==> src/rtl/fractal_job_scheduler.sv <==
// Raster-order dispatch of fractal pixel jobs to NUM_ENG engines, in-order result collection
// into an AXI4-Stream video stream. Define FRAME_LOOP_EN to stream frames back-to-back.
module fractal_job_scheduler #(
    parameter int X_SIZE  = 640,
    parameter int Y_SIZE  = 480,
    parameter int NUM_ENG = 4
) (
    input  logic                   out_stream_aclk,
    input  logic                   periph_reset,
    input  logic                   start,
    output logic                   busy,
    output logic                   frame_done,
    input  logic [NUM_ENG-1:0]     eng_idle,
    output logic [NUM_ENG-1:0]     eng_start,
    output logic [10:0]            eng_x,
    output logic [10:0]            eng_y,
    input  logic [NUM_ENG-1:0]     eng_done,
    input  logic [8*NUM_ENG-1:0]   eng_result,
    output logic [NUM_ENG-1:0]     eng_ack,
    output logic [31:0]            out_stream_tdata,
    output logic [3:0]             out_stream_tkeep,
    output logic                   out_stream_tvalid,
    input  logic                   out_stream_tready,
    output logic                   out_stream_tuser,
    output logic                   out_stream_tlast
);
    localparam int          IW     = (NUM_ENG > 1) ? $clog2(NUM_ENG) : 1;
    localparam logic [10:0] X_LAST = 11'(X_SIZE - 1);
    localparam logic [10:0] Y_LAST = 11'(Y_SIZE - 1);

    typedef enum logic [1:0] {IDLE, RUN, DRAIN} state_t;

    state_t             state_reg;
    logic [IW-1:0]      issue_ptr_reg, col_ptr_reg;
    logic [10:0]        ix_reg, iy_reg, ox_reg, oy_reg;
    logic [10:0]        eng_x_reg, eng_y_reg;
    logic [NUM_ENG-1:0] eng_start_reg;
    logic               frame_done_reg;
    logic [7:0]         result_arr [NUM_ENG];
    logic               active, issue_ok, handshake, last_out;
    logic [7:0]         pix;

    for (genvar gi = 0; gi < NUM_ENG; gi++) begin : g_result
        assign result_arr[gi] = eng_result[8*gi +: 8];
    end

    function automatic logic [IW-1:0] ptr_inc(input logic [IW-1:0] p);
        return (p == IW'(NUM_ENG - 1)) ? '0 : p + 1'b1;
    endfunction

    assign active    = (state_reg != IDLE);
    // A start still in flight hides the engine until its idle flag has had a chance to drop.
    assign issue_ok  = (state_reg == RUN) && eng_idle[issue_ptr_reg] && !eng_start_reg[issue_ptr_reg];
    assign pix       = result_arr[col_ptr_reg];
    assign handshake = out_stream_tvalid && out_stream_tready;
    assign last_out  = (ox_reg == X_LAST) && (oy_reg == Y_LAST);

    assign busy              = active;
    assign frame_done        = frame_done_reg;
    assign eng_start         = eng_start_reg;
    assign eng_x             = eng_x_reg;
    assign eng_y             = eng_y_reg;
    assign out_stream_tkeep  = 4'hF;
    assign out_stream_tvalid = active && eng_done[col_ptr_reg];
    assign out_stream_tdata  = out_stream_tvalid ? {8'h00, pix, pix, pix} : 32'h0;
    assign out_stream_tuser  = out_stream_tvalid && (ox_reg == 11'd0) && (oy_reg == 11'd0);
    assign out_stream_tlast  = out_stream_tvalid && (ox_reg == X_LAST);
    assign eng_ack           = handshake ? (NUM_ENG'(1) << col_ptr_reg) : '0;

    always_ff @(posedge out_stream_aclk or posedge periph_reset) begin
        if (periph_reset) begin
            state_reg      <= IDLE;
            issue_ptr_reg  <= '0;
            col_ptr_reg    <= '0;
            ix_reg         <= '0;
            iy_reg         <= '0;
            ox_reg         <= '0;
            oy_reg         <= '0;
            eng_x_reg      <= '0;
            eng_y_reg      <= '0;
            eng_start_reg  <= '0;
            frame_done_reg <= 1'b0;
        end else begin
            eng_start_reg  <= '0;
            frame_done_reg <= 1'b0;
            case (state_reg)
                IDLE: begin
                    if (start) begin
                        state_reg     <= RUN;
                        issue_ptr_reg <= '0;
                        col_ptr_reg   <= '0;
                        ix_reg        <= '0;
                        iy_reg        <= '0;
                        ox_reg        <= '0;
                        oy_reg        <= '0;
                    end
                end
                RUN: begin
                    if (issue_ok) begin
                        eng_start_reg <= NUM_ENG'(1) << issue_ptr_reg;
                        eng_x_reg     <= ix_reg;
                        eng_y_reg     <= iy_reg;
                        issue_ptr_reg <= ptr_inc(issue_ptr_reg);
                        if (ix_reg == X_LAST) begin
                            ix_reg <= '0;
                            iy_reg <= iy_reg + 11'd1;
                            if (iy_reg == Y_LAST)
                                state_reg <= DRAIN;
                        end else begin
                            ix_reg <= ix_reg + 11'd1;
                        end
                    end
                end
                default: ;
            endcase

            if (handshake) begin
                col_ptr_reg <= ptr_inc(col_ptr_reg);
                if (ox_reg == X_LAST) begin
                    ox_reg <= '0;
                    oy_reg <= oy_reg + 11'd1;
                end else begin
                    ox_reg <= ox_reg + 11'd1;
                end
                // Last pixel can only be collected after its issue moved us to DRAIN.
                if (last_out && state_reg == DRAIN) begin
                    frame_done_reg <= 1'b1;
`ifdef FRAME_LOOP_EN
                    state_reg     <= RUN;
                    issue_ptr_reg <= '0;
                    col_ptr_reg   <= '0;
                    ix_reg        <= '0;
                    iy_reg        <= '0;
                    ox_reg        <= '0;
                    oy_reg        <= '0;
`else
                    state_reg     <= IDLE;
`endif
                end
            end
        end
    end
endmodule

==> config.mk <==
export PLATFORM = sky130hd
export DESIGN_NAME = fractal_job_scheduler
export DESIGN_NICKNAME = d
export VERILOG_FILES = /design/src/rtl/fractal_job_scheduler.sv
export SDC_FILE = /design/constraint.sdc
export NUM_CORES = 1
export LEC_CHECK = 0
export ABC_CLOCK_PERIOD_IN_PS = 2400
export BUFFER_PORTS_ARGS = -buffer_cell sky130_fd_sc_hd__clkbuf_2
export CORE_ASPECT_RATIO = 1.1
export CORE_MARGIN = 2
export CORE_UTILIZATION = 35
export CTS_CLUSTER_SIZE = 28
export DETAILED_ROUTE_END_ITERATION = 16
export HOLD_SLACK_MARGIN = 0.06
export MAX_ROUTING_LAYER = met4
export SYNTH_ARGS = -nofsm -noshare
export SYNTH_HDL_FRONTEND = slang
export SYNTH_SLANG_ARGS = --single-unit
==> constraint.sdc <==
create_clock -name out_stream_aclk -period 2.4 [get_ports out_stream_aclk]
set_clock_uncertainty 0.15 [all_clocks]
set_input_delay 0.48 -clock out_stream_aclk [delete_from_list [all_inputs] [get_ports out_stream_aclk]]
set_output_delay 0.48 -clock out_stream_aclk [all_outputs]
set_load 0.02 [all_outputs]
After elaboration in Yosys (flattened, before gate mapping)
Index checks and enable logic that the tools add are counted.
{"block": "op_classes", "n_addsub": 6, "magnitude_cmp": 3, "eq_ne": 11, "shifts": 2, "n_mux": 43, "n_bitwise": 1, "reduce_logical": 21}
{"operator": "two-way mux 11 bit", "count": 12}
{"operator": "adder 11 x 1 -> 11 bit, second input constant", "count": 4}
{"operator": "case mux 11 bit (2 select lines)", "count": 2}
{"operator": "two-way mux 2 bit", "count": 12}
{"operator": "two-way mux 24 bit", "count": 1}
{"operator": "equality test 11 x 10 -> 1 bit, second input constant", "count": 2}
{"operator": "equality test 11 x 9 -> 1 bit, second input constant", "count": 2}
{"operator": "logical NOT 11 bit", "count": 2}
{"operator": "binary-select mux 8 bit (select 2 bit)", "count": 1}
{"operator": "two-way mux 8 bit", "count": 2}
{"operator": "two-way mux 4 bit", "count": 3}
{"operator": "logical AND 1 bit", "count": 9}
{"operator": "case mux 2 bit (2 select lines)", "count": 2}
{"operator": "nonzero test 2 bit", "count": 4}
{"operator": "left shift 1 x 2 -> 4 bit, first input constant", "count": 2}
{"operator": "binary-select mux 1 bit (select 2 bit)", "count": 3}
{"operator": "equality test 2 bit, second input constant", "count": 3}
{"operator": "< comparator 2 x 3 -> 1 bit, second input constant", "count": 2}
{"operator": "two-way mux 1 bit", "count": 5}
{"operator": "adder 2 x 1 -> 2 bit, second input constant", "count": 2}
{"operator": "!= test 2 bit, second input constant", "count": 2}
{"operator": "AND reduction 2 bit", "count": 2}
{"operator": "AND reduction 4 bit", "count": 1}
{"operator": ">= comparator 3 bit, second input constant", "count": 1}
{"operator": "6 further kinds", "count": 6}
{"block": "totals", "register_bits": 77, "in_bits": 44, "output_inout_bits": 71, "elab_cells": 98}

Depth between registers and ports, before layout
Gate-level depths: netlist of run 1.
{"block": "logic_depth", "depth_word": 8, "depth_mapped": 8, "mapped_depth_nobuf": 6}

Worst setup path after synthesis of run 1
OpenSTA, ideal clock, no wires.
{"block": "synth_timing", "kind": "register to output", "from": "register col_ptr_reg[0]", "to": "output port out_stream_tdata[10]", "arrival_time_ps": 1879, "t_required_ps": 1770, "setup_slack_ps": -109, "stages_incl_launch_ff": 5, "path_buffers": 2, "cell_sequence": "dfrtp_1 > buf_1 > mux4_2 > and3_1 > buf_4"}
{"block": "synth_via", "elab_chain_len": 5, "elab_cells_between_ends": 8, "classes_between": "mux (6); bitwise (1); reduce/logical (1)"}
{"item": "start, declared", "line_no": "34", "source": "logic [IW-1:0] issue_ptr_reg, col_ptr_reg;"}
{"item": "start signal, assigned", "line_no": "118", "source": "col_ptr_reg <= ptr_inc(col_ptr_reg);"}
{"item": "inverter 2 -> 3 bit (not written as such)", "line_no": "54", "source": "assign pix = result_arr[col_ptr_reg];"}
{"item": "binary-select mux 8 bit (select 2 bit)", "line_no": "54"}
{"item": "two-way mux 8 bit (not written as such) (2 in series)", "line_no": "54"}
{"item": "two-way mux 24 bit *", "line_no": "65", "source": "assign out_stream_tdata = out_stream_tvalid ? {8'h00, pix, pix, pix} : 32'h0;"}
{"item": "end, declared", "line_no": "20", "source": "output logic [31:0] out_stream_tdata,"}
Mark *: on every way between the ends. The rest lies on a longest branch, timed or not. The select of a mux whose other input is x is not followed.

Worst setup path in the final report of run 1
{"block": "layout_timing", "from": "register col_ptr_reg[0]", "to": "output port out_stream_tdata[0]"}
The elaborated chain is that of the path after synthesis.

==> impl_metrics.env, run 1 <==
export IMPL_status="finished, violations left"
export IMPL_violations="setup timing"
export IMPL_clockBufferDepth=2
export IMPL_area_delta_synth_final_pct=32.9
export IMPL_min_period_ns=2.45
export IMPL_end_kind="output port"
export IMPL_fin_ws_ns=-0.0455
export IMPL_fp_dieW_um=110
export IMPL_grt_max_degree=28
export IMPL_die_h_um=121
export IMPL_grt_usage_pct=17.7
export IMPL_clkSinkCount=77
export IMPL_fmax_mhz=409
export IMPL_ant_nets=0
export IMPL_startpoint_type="flop"
export IMPL_required_ns=1.77
export IMPL_synth_distinct_cells=47
export IMPL_intPower_mw=3.75
export IMPL_num_rows=42
export IMPL_p_comb_share_pct=49.3
export IMPL_p_seq_share_pct=27.9
export IMPL_synth_cells=475
export IMPL_viasPerCell=5.10
export IMPL_synth_area_top_cells="dfrtp_1, nand2_1, mux4_2"
export IMPL_rsz0062_at_grt="true"
export IMPL_dr_pass1_iters=4
export IMPL_synth_top_cell_area_share_pct=44.2
export IMPL_wirelength_um=11100
export IMPL_cts_root_buffer="clkbuf_16"
export IMPL_synth_seq_cells=77
export IMPL_clk_pin_slew_ns=0.06
export IMPL_n_antenna_cell=0
export IMPL_cts_tree="done"
export IMPL_drc=0
export IMPL_finalNetCount=645
export IMPL_switching_share_pct=37.7
export IMPL_dieArea_um2=13400
export IMPL_io_buffer_count=102
export IMPL_yosys_warnings=0
export IMPL_h_tree_depth=3
export IMPL_maxSlewViolCount=0
export IMPL_grt_first_pass_wirelength_um=18700
export IMPL_stdcell_area_um2=5800
export IMPL_min_path_type="input port to asynchronous set/reset pin"
export IMPL_yosys_most_used_dff="dfrtp_1"
export IMPL_cap_violations=0
export IMPL_timing_final_crit_share_pct=102
export IMPL_finalHoldViolations=0
export IMPL_synth_top_cell_by_area="dfrtp_1"
export IMPL_io_pins=115
export IMPL_crit_type="flop to output port"
export IMPL_reg2reg_depth=6
export IMPL_relSlewSlack_pct=58.5
export IMPL_fin_setup_tns_ns=-0.440
export IMPL_power_mw=6.01
export IMPL_gp_congestion=0.974
export IMPL_cts_buffers=9
export IMPL_p_per_area_nw_per_um2=1040
export IMPL_async_reset_ff_share_pct=100
export IMPL_drt_iter0_markers=174
export IMPL_initial_core_util_pct=36.1
export IMPL_fillers=1165
export IMPL_antenna_found_initial=0
export IMPL_clk_latency_ns=0.34
export IMPL_drive_above_1_share_pct=33.6
export IMPL_avgSynthCellArea_um2=9.19
export IMPL_route_vias_total=3791
export IMPL_worstPathArrival_ns=1.82
export IMPL_ys_top_cells_by_count="nand2_1, dfrtp_1, o21ai_0"
export IMPL_ir_drop_uv=573
export IMPL_yosysMostFrequentCell="nand2_1"
export IMPL_grt_pass1_vias=3791
export IMPL_leakagePower_nw=2.81
export IMPL_syn_cell_area_um2=4360
export IMPL_synth_edff_count=0
export IMPL_clkPwrFrac_pct=22.8
export IMPL_yosysSeqAreaShare_pct=44.2
export IMPL_routedWlPerCell_um=14.9
export IMPL_cts_hold_buf=0
export IMPL_detailed_place_hpwl_um=8110
export IMPL_switchingPower_mw=2.26
export IMPL_crit_fanout=8
export IMPL_grt_overflow=0
export IMPL_core_um2=12100
export IMPL_setup_viol=27
export IMPL_worst_pin_slew_ns=0.621
export IMPL_placed_cell_area_um2=5060
[timing repair]
action | CTS | global route
gates cloned | 1 | 0
endpoints found under the setup margin | 31 | 38
pin swaps | 7 | 5
resized for setup | 75 | 39
setup buffers | 7 | 1
[per-stage QoR]
stage | util, % | std cells | hold slack, ns | worst slack [ns]
detailed placement | 41.9 | 722 | 0.312 | -0.00263
global placement | 41.9 | 722 | 0.308 | 0.0382
global route | 48.0 | 744 | 0.121 | -0.100
CTS | 47.6 | 744 | 0.0726 | -0.0489
floorplan | - | 485 | 0.303 | 0.0464
finish | 48.0 | 744 | 0.0778 | -0.0455
[kinds of logic after synthesis]
family	Yosys count	synth area share [%]
xor gates and xnor gates	6	1.20
DFF	77	44.2
adders and majority gates	14	4.01
AOI/OAI and AO/OA	74	10.5
buffers and inverters	61	7.97
other	2	0.172
muxes	13	5.85
and+or+nand+nor	228	26.1
[layout make-up]
class / instances / area [um2] / area share [%]
clock inverters: 3 / 46.3 / 0.798
well taps: 154 / 193 / 3.32
flip-flops and latches: 77 / 1930 / 33.3
clock buffers: 11 / 253 / 4.36
inverters: 13 / 52.6 / 0.906
repair buffers: 139 / 1100 / 19.0
multi-input cells: 347 / 2220 / 38.4
[power by group through the flow]
stage	clock network, mW	logic, mW	registers [mW]
floorplan	0	1.61	1.76
global placement	0	2.27	1.68
detailed placement	0	2.29	1.69
CTS	1.42	2.85	1.67
global route	1.47	3.21	1.71
finish	1.37	2.96	1.68
[metal layers]
layer  track usage, %  wire, um  vias up
met5                -         0        -
met4             7.27       233        0
met3             3.55       450       21
met2             28.6      5430       82
met1             22.1      4990     1835
li1                 -         -     1853
[final timing paths]
path / start / to / slack (ns)
worst max-delay path: col_ptr_reg[0] / out_stream_tdata[0] / -0.05
worst min-delay path: periph_reset / issue_ptr_reg[0] / 0.08
worst max register to register: col_ptr_reg[0] / oy_reg[8] / 0.09
worst min register to register: eng_x[3] / eng_x[3] / 0.32
max in group asynchronous: periph_reset / oy_reg[0] / 1.48
min in group out_stream_aclk: eng_x[3] / eng_x[3] / 0.32
[critical path, stage by stage, from the launching register on]
cell	delay (ns)
dfrtp_2	0.40
mux4_2	0.57
buf_6	0.17
and3_4	0.20
buf_6	0.13
[cells in the final DEF, fill, tap and decap left out, drive strengths merged, types with 3 or more instances in the layout]
master | synthesis | layout
a21o | 4 | 4
a21oi | 12 | 12
a31oi | 4 | 4
and2 | 10 | 10
and3 | 15 | 15
buf | 32 | 64
clkbuf | 16 | 86
conb | 2 | 12
dfrtp | 77 | 77
ha | 14 | 14
inv | 13 | 12
mux2i | 3 | 3
mux4 | 10 | 10
nand2 | 102 | 102
nand3 | 27 | 27
nand4 | 10 | 10
nor2 | 19 | 19
nor2b | 8 | 8
nor3 | 9 | 9
nor4 | 5 | 5
o211ai | 3 | 3
o21ai | 34 | 34
o31ai | 11 | 11
o41ai | 3 | 3
or3 | 7 | 7
or4 | 5 | 5
xnor2 | 3 | 3
xor2 | 3 | 3
Power figures use the tool's default switching activity.
==> run 2: changes to the inputs <==
--- a/config.mk
+++ b/config.mk
@@ -8,7 +8,6 @@
 export ABC_CLOCK_PERIOD_IN_PS = 2400
 export BUFFER_PORTS_ARGS = -buffer_cell sky130_fd_sc_hd__clkbuf_2
 export CORE_ASPECT_RATIO = 1.1
-export CORE_MARGIN = 2
 export CORE_UTILIZATION = 35
 export CTS_CLUSTER_SIZE = 28
 export DETAILED_ROUTE_END_ITERATION = 16
==> impl_metrics.env, run 2 (synthesized netlist as in run 1, its figures left out) <==
export IMPL_ir_drop_uv=544
export IMPL_antenna_found_initial=0
export IMPL_final_common_cell="nand2_1"
export IMPL_clk_pin_slew_ns=0.06
export IMPL_mostFrequentLayoutCells="nand2_1, dfrtp_1, clkbuf_2"
export IMPL_cts_buffers=9
export IMPL_worst_pin_slew_ns=0.572
export IMPL_grt_pass1_vias=3752
export IMPL_drt_iter0_markers=171
export IMPL_p_per_area_nw_per_um2=1050
export IMPL_worstPathArrival_ns=1.81
export IMPL_relSlewSlack_pct=61.8
export IMPL_die_h_um=119
export IMPL_detailed_place_hpwl_um=8050
export IMPL_ant_nets=0
export IMPL_hold_depth=2
export IMPL_grt_use_met2_pct=28.4
export IMPL_crit_end="out_stream_tdata[11]"
export IMPL_fmax_mhz=409
export IMPL_cts_tree="done"
export IMPL_startpoint_type="flop"
export IMPL_critPathMaxStageDelay_ns=0.57
export IMPL_clockBufferDepth=2
export IMPL_min_period_ns=2.44
export IMPL_drive_above_1_share_pct=32.6
export IMPL_routedWlPerCell_um=14.6
export IMPL_io_pins=115
export IMPL_cp_top_family="multiplexers"
export IMPL_grt_first_pass_wirelength_um=17800
export IMPL_end_kind="output port"
export IMPL_fin_hold_ws_ns=0.320
export IMPL_rsz0062_at_grt="true"
export IMPL_dieArea_um2=12900
export IMPL_gp_congestion=0.926
export IMPL_reg2reg_to="oy_reg[8]"
export IMPL_finalNetCount=645
export IMPL_dr_pass1_iters=4
export IMPL_grt_overflow=0
export IMPL_cap_violations=0
export IMPL_route_vias_total=3823
export IMPL_power_mw=6.11
export IMPL_rrSetupSlack_ns=0.08
export IMPL_required_ns=1.77
export IMPL_n_antenna_cell=0
export IMPL_leakagePower_nw=2.82
export IMPL_timing_final_crit_share_pct=102
export IMPL_fin_ws_ns=-0.0442
export IMPL_wirelength_um=10900
export IMPL_crit_type="flop to output port"
export IMPL_viasPerCell=5.12
export IMPL_finalHoldViolations=0
export IMPL_status="finished, violations left"
export IMPL_min_path_type="flop to flop"
export IMPL_crit_buf_inv=2
export IMPL_path_cells="mux4_2, buf_6, and3_4, buf_8"
export IMPL_io_buffer_count=102
export IMPL_grt_usage_pct=18.0
export IMPL_r2r_start="ox_reg[1]"
export IMPL_reg2reg_depth=6
export IMPL_grtUsageMet1_pct=21.9
export IMPL_drc=0
export IMPL_h_tree_depth=3
export IMPL_violations="setup timing"
export IMPL_crit_fanout=8
export IMPL_initial_core_util_pct=36.1
export IMPL_clk_latency_ns=0.34
export IMPL_area_delta_synth_final_pct=33.0
export IMPL_cp_depth=4
export IMPL_startpoint="col_ptr_reg[0]"
export IMPL_core_um2=12100
export IMPL_maxSlewViolCount=0
export IMPL_fp_dieW_um=108
export IMPL_num_rows=42
export IMPL_gr_max_usage_layer="met2"
export IMPL_clkSinkCount=77
export IMPL_grt_use_met3_pct=4.38
export IMPL_setup_viol=22
export IMPL_cts_root_buffer="clkbuf_16"
export IMPL_slowest_stage="mux4_2"
export IMPL_grt_max_degree=30
-- run 2: report_power, final --
part           switching, mW  internal, mW  total, mW
registers              0.165          1.50       1.67
logic                   1.58          1.37       2.94
clock network          0.549         0.948       1.50
-- run 2: final cells by class --
cell class	count	area, um2
tap	154	193
sequential	77	1930
timing repair buffer	139	1070
clock buffer	10	239
inverter	13	52.6
multi-input combinational	347	2220
fill	1141	6280
clock inverter	6	93.8
-- run 2: how the worst min path moves through the flow --
stage                     startpoint    endpoint
after global routing        eng_y[3]    eng_y[3]
after detailed placement    eng_y[0]    eng_y[0]
after CTS                   eng_x[2]    eng_x[2]
after floorplan           oy_reg[10]  oy_reg[10]
final                       eng_x[2]    eng_x[2]
after global placement      eng_x[2]    eng_x[2]
-- run 2: worst reg2reg max path, cell delays in order, from the launching register on --
cell     delay, ns
dfrtp_1       0.38
ha_1          0.23
and4_4        0.28
nand4_1       0.16
or4_4         0.59
or3_1         0.32
a21oi_1       0.14
-- run 2: what timing repair did --
item	CTS	global route
setup buffers	2	1
hold buffers	1	0
endpoints found under the setup margin	32	34
cloned	1	0
resized for setup	52	63
pin swaps	1	11
endpoints found under the hold margin	21	0
-- run 2: per-stage QoR --
stage | TNS (ns) | cells | worst slack (ns) | instance area (um2) | util, %
after CTS | -1.01 | 745 | -0.0532 | 5670 | 46.9
after global routing | -1.72 | 746 | -0.0862 | 5800 | 48.0
after detailed placement | -0.0249 | 725 | -0.0237 | 5070 | 42.0
after floorplan | 0 | 485 | 0.0464 | 4410 | -
final | -0.400 | 746 | -0.0442 | 5800 | 48.0
after global placement | 0 | 725 | 0.0357 | 5070 | 42.0
-- run 2: layer usage --
layer | share of wire (%) | routed length, um | vias up
met1 | 44 | 4790 | 1847
met2 | 50 | 5400 | 94
met4 | 1.9 | 211 | 0
met5 | 0 | 0 | -
met3 | 4.3 | 462 | 19
li1 | - | - | 1863
